--- src/rtl/melody_prog_tx.sv ---
// melody_prog_tx: shifts program words MSB-first on pgm_strobe/pgm_data, then pulses reload on commit; ports clk, restart_n, word_data/valid/ready, commit, busy, pgm_strobe, pgm_data, reload
module melody_prog_tx #(
  parameter int WORD_W        = 8,
  parameter int HALF_PERIOD   = 4,
  parameter int RELOAD_CYCLES = 4
) (
  input  logic              clk,
  input  logic              restart_n,
  input  logic [WORD_W-1:0] word_data,
  input  logic              word_valid,
  output logic              word_ready,
  input  logic              commit,
  output logic              busy,
  output logic              pgm_strobe,
  output logic              pgm_data,
  output logic              reload
);
  localparam int PMAX = HALF_PERIOD > RELOAD_CYCLES ? HALF_PERIOD : RELOAD_CYCLES;
  localparam int PW   = PMAX > 1 ? $clog2(PMAX) : 1;
  localparam int BW   = $clog2(WORD_W + 1);
  typedef enum logic [1:0] {IDLE, LO, HI, RELOAD} state_t;
  state_t            state_q, state_d;
  logic [WORD_W-1:0] shift_q, shift_d;
  logic [BW-1:0]     bit_cnt_q, bit_cnt_d;
  logic [PW-1:0]     phase_q, phase_d;
  logic              commit_pending_q, commit_pending_d;
  logic              last_half, last_reload;
  always_ff @(posedge clk or negedge restart_n)
    if (!restart_n) begin
      state_q          <= IDLE;
      shift_q          <= '0;
      bit_cnt_q        <= '0;
      phase_q          <= '0;
      commit_pending_q <= 1'b0;
    end else begin
      state_q          <= state_d;
      shift_q          <= shift_d;
      bit_cnt_q        <= bit_cnt_d;
      phase_q          <= phase_d;
      commit_pending_q <= commit_pending_d;
    end
  always_comb begin
    state_d          = state_q;
    shift_d          = shift_q;
    bit_cnt_d        = bit_cnt_q;
    phase_d          = phase_q + PW'(1);
    commit_pending_d = commit_pending_q | commit;
    last_half        = phase_q == PW'(HALF_PERIOD - 1);
    last_reload      = phase_q == PW'(RELOAD_CYCLES - 1);
    case (state_q)
      IDLE: begin
        phase_d = '0;
        if (commit_pending_q) begin
          state_d          = RELOAD;
          commit_pending_d = commit;
        end else if (word_valid) begin
          state_d   = LO;
          shift_d   = word_data;
          bit_cnt_d = BW'(WORD_W);
        end
      end
      LO: if (last_half) begin
        state_d = HI;
        phase_d = '0;
      end
      HI: if (last_half) begin
        phase_d   = '0;
        bit_cnt_d = bit_cnt_q - BW'(1);
        shift_d   = shift_q << 1;
        state_d   = bit_cnt_q == BW'(1) ? IDLE : LO;
      end
      default: if (last_reload) begin
        state_d = IDLE;
        phase_d = '0;
      end
    endcase
  end
  assign word_ready = (state_q == IDLE) & ~commit_pending_q;
  assign busy       = (state_q != IDLE) | commit_pending_q;
  assign pgm_strobe = state_q == HI;
  assign pgm_data   = ((state_q == LO) | (state_q == HI)) & shift_q[WORD_W-1];
  assign reload     = state_q == RELOAD;
endmodule

--- config.mk ---
export PLATFORM = sky130hd
export DESIGN_NAME = melody_prog_tx
export DESIGN_NICKNAME = d
export VERILOG_FILES = /design/src/rtl/melody_prog_tx.sv
export SDC_FILE = /design/constraint.sdc
export NUM_CORES = 1
export LEC_CHECK = 0
export ABC_AREA = 1
export BUFFER_PORTS_ARGS = -buffer_cell sky130_fd_sc_hd__buf_2
export CELL_PAD_IN_SITES_DETAIL_PLACEMENT = 1
export CELL_PAD_IN_SITES_GLOBAL_PLACEMENT = 1
export CORE_MARGIN = 1.5
export CORE_UTILIZATION = 38
export CTS_BUF_LIST = sky130_fd_sc_hd__clkbuf_8
export DETAILED_ROUTE_END_ITERATION = 10
export PLACE_DENSITY_LB_ADDON = 0.1
export SLEW_MARGIN = 40
export SYNTH_ARGS = -nofsm -noshare
export SYNTH_HDL_FRONTEND = slang
export SYNTH_SLANG_ARGS = --single-unit
--- constraint.sdc ---
create_clock -name clk -period 1.4 [get_ports clk]
set_clock_uncertainty 0.05 [all_clocks]
set_input_delay 0.28 -clock clk [delete_from_list [all_inputs] [get_ports clk]]
set_output_delay 0.28 -clock clk [all_outputs]
set_load 0.03 [all_outputs]
==> metrics.log <==
[metrics] Reg-to-Reg Start: state_q[0]
[metrics] capture endpoint of the worst hold path: commit_pending_q
[metrics] GR Overflow Total: 0
[metrics] startpoint of the lowest-slack hold path: commit
[metrics] Final Max Slew Viols: 0
[metrics] minimum setup slack after placement: -0.2120 ns
[metrics] top library cells by usage in the layout, fill and taps aside: 49 x sky130_fd_sc_hd__nand2_1, 19 x sky130_fd_sc_hd__buf_4, 18 x sky130_fd_sc_hd__nand2_2, 17 x sky130_fd_sc_hd__dfrtp_1, 13 x sky130_fd_sc_hd__buf_6
[metrics] clock insertion delay at the later pin of the skew report: 0.25 ns
[metrics] R2R depth: 9
[metrics] cell count of the worst hold path: 2
[metrics] power density cells: around 550 mW/mm^2
[metrics] worst reg2reg endpoint: bit_cnt_q[3]
[metrics] maximum number of buffers from clock root to sink: 2
[metrics] starting density of the core: 0.3938
[metrics] count of inserted antenna diode cells: 0
[metrics] Layout Nets: just over 200
[metrics] via count of the first global-routing pass: ~1,100
[metrics] number of cells after detailed placement: between 150 and 200
[metrics] synthesis-stage register bit count: 17
[metrics] Hold Violations, Final: 0
[metrics] Port-buffer cells: 16
[metrics] crit share post-route: 1.139
[metrics] peak clock frequency supported by timing: roughly 0.63 GHz
[metrics] CTS tree: built
[metrics] clock period minus final worst setup slack: 1.594 ns
[metrics] Mapped Cells: between 100 and 150
[metrics] Critical Path AT: roughly 1.3 ns
[metrics] Seq/Total Area, Yosys: 0.3986
[metrics] number of H-tree levels: 1
[metrics] share of the core filled with cells in the final layout: 0.5951
[metrics] slew of the pin with the lowest slew margin: slightly below 0.4 ns
[metrics] total number of vias: between 1,000 and 1,500
[metrics] TritonCTS Buffers: 3
[metrics] sort of element at the end of the critical path: output port
[metrics] max-cap violation count: 0
[metrics] total of endpoints with negative setup slack in the final report: 19
[metrics] data required time of the critical path: ~1.1 ns
[metrics] fraction of final layout cells sized beyond drive strength 1: 0.4891
[metrics] GRT Overall Usage: 0.2278
[metrics] Final Instance Area: 0.001613 mm^2
[metrics] initial antenna violation count: 0
[metrics] overall die width: 56.00 um
[metrics] drt pass-1 iters: 4
[metrics] Fillers: ~330
[metrics] summed instance area of the synthesized netlist: between 0.001 and 0.0015 mm^2
[metrics] per-cell routed wire length: about 16 um
[metrics] violated checks: setup timing
[metrics] # DRC: 0
[metrics] most common library cell in the layout ignoring fill and taps: sky130_fd_sc_hd__nand2_1
[metrics] status: complete, but fails checks
[metrics] number of nets produced by synthesis: approximately 160
[metrics] Post-DP HPWL: just under 2000 um
[metrics] synthesis-to-finish area growth: 51.11%
[metrics] detail-routed via count per cell: about 4.9
[metrics] Placer Congestion: 0.7229
[metrics] class of the worst hold path: primary input to register
[metrics] height of the die: approximately 56 um
[metrics] Total Wirelength: around 3400 um
[metrics] critical path launch point type: register
[metrics] number of placement rows: 19
[metrics] Yosys warnings: 0
[metrics] Slew HR: 0.7390
[metrics] register clock-pin slew on the reported worst setup and hold paths: roughly 0.07 ns
[metrics] first-pass GRT wire length: 5423 um
[metrics] top fanout value on the critical path: 3
[metrics] number of distinct standard cells referenced by the synthesized netlist: 21
[metrics] Critical path origin: state_q[0]
[metrics] maximum number of pins on one net before global-route repair: 18
[metrics] Leakage Power: 0.8781 nW
[metrics] core box area: 0.002710 mm^2
[metrics] CTS root buffer: sky130_fd_sc_hd__clkbuf_8
[metrics] I/O Pins: 17
[metrics] remaining antenna violation count: 0
[metrics] reg-to-reg setup timing slack: -0.16 ns
[metrics] average instance area after synthesis: 7.848 um^2
[metrics] RSZ-0062 raised after global routing: true
[metrics] hold slack final: about 0.17 ns
[metrics] area after detailed placement: roughly 0.0013 mm^2
[metrics] post-route setup slack: -0.1945 ns
[metrics] area of the die: 0.003135 mm^2
[metrics] First DRT Iteration DRCs: 22
[metrics] Worst Setup Path Type: register to output port
[metrics] post-layout instance count excluding filler cells: roughly 220
[metrics] total number of clock tree sinks: 17
[metrics] worst voltage drop across the vdd grid: ~0.50 mV
==> cell type report <==
| cell class | instances | area (um^2) | area share |
|---|---|---|---|
| Clock buffer | 3 | 41.29 | 0.02560 |
| Clock inverter | 1 | 3.754 | 0.002327 |
| Inverter | 15 | 68.82 | 0.04267 |
| Multi-Input combinational cell | 103 | 660.6 | 0.4096 |
| Sequential cell | 17 | 425.4 | 0.2638 |
| Tap cell | 31 | 38.79 | 0.02405 |
| Timing Repair Buffer | 45 | 374.1 | 0.2320 |
==> state kept, by name (all words and copies together) (netlist names) <==
signal	cells
commit_pending_q	1
state_q	2
bit_cnt_q	4
shift_q	8
phase_q	2
==> critical path: stages (launching register included) <==
cell                      delay, ns
sky130_fd_sc_hd__dfrtp_1       0.39
sky130_fd_sc_hd__inv_2         0.08
sky130_fd_sc_hd__buf_6         0.13
sky130_fd_sc_hd__ha_4          0.17
sky130_fd_sc_hd__buf_6         0.12
sky130_fd_sc_hd__buf_6         0.13
==> metal layers <==
layer  global-route usage  wire length, um
met3              0.02093               78
met5                    0                0
met4              0.08503               67
met2               0.4084             1845
met1               0.2815             1438
==> power by group <==
part	switching, mW	internal, mW
logic	0.0147	0.0129
registers	0	0.491
clock network	0.173	0.195
==> logic make-up (layout without fill, tap and decap cells) <==
family,after synthesis,in the layout,synth area share
buffers and inverters,18,64,0.09145
adders and majority gates,8,8,0.09379
AOI/OAI and AO/OA,7,7,0.05862
DFF,17,17,0.3986
and+or+nand+nor,86,88,0.3576
==> cell usage after synthesis (all sizes together) <==
library cell  number  area [um^2]
a21boi             1        7.510
buf                3        33.78
dfrtp             17        425.4
ha                 8        100.1
inv               15        63.82
nand2             69        294.0
nand3              3        15.01
nand3b             1        7.510
nand4              2        12.51
nor2               9        41.29
nor3               1        5.000
o21ai              5        47.54
o21bai             1        7.510
or2                1        6.260
==> through the flow <==
step / total power [mW] / TNS, ns
6_report: 0.8870 / -2.575
5_1_grt: 0.9155 / -3.763
4_1_cts: 0.8996 / -1.636
3_5_place_dp: 0.5273 / -2.904
3_3_place_gp: 0.5272 / -1.747
2_1_floorplan: 0.5009 / -1.658
==> worst max-delay path by stage <==
stage,to,slack (ns),cells past startpoint
global route,pgm_strobe,-0.24,5
finish,pgm_strobe,-0.19,5
CTS,pgm_strobe,-0.16,5
floorplan,bit_cnt_q[0],-0.15,9
global placement,shift_q[2],-0.14,8
detailed placement,shift_q[4],-0.21,8
==> what timing repair did <==
| action | 4_1_cts | 5_1_grt |
|---|---|---|
| hold endpoints to repair | 17 | 0 |
| gates resized for setup | 32 | 16 |
| gates cloned | 1 | 1 |
| pin swaps | 13 | 12 |
| hold buffers | 1 | 0 |
| setup buffers | 11 | 5 |
| setup endpoints to repair | 19 | 19 |
Note: power is estimated with default switching activity, not from simulation.
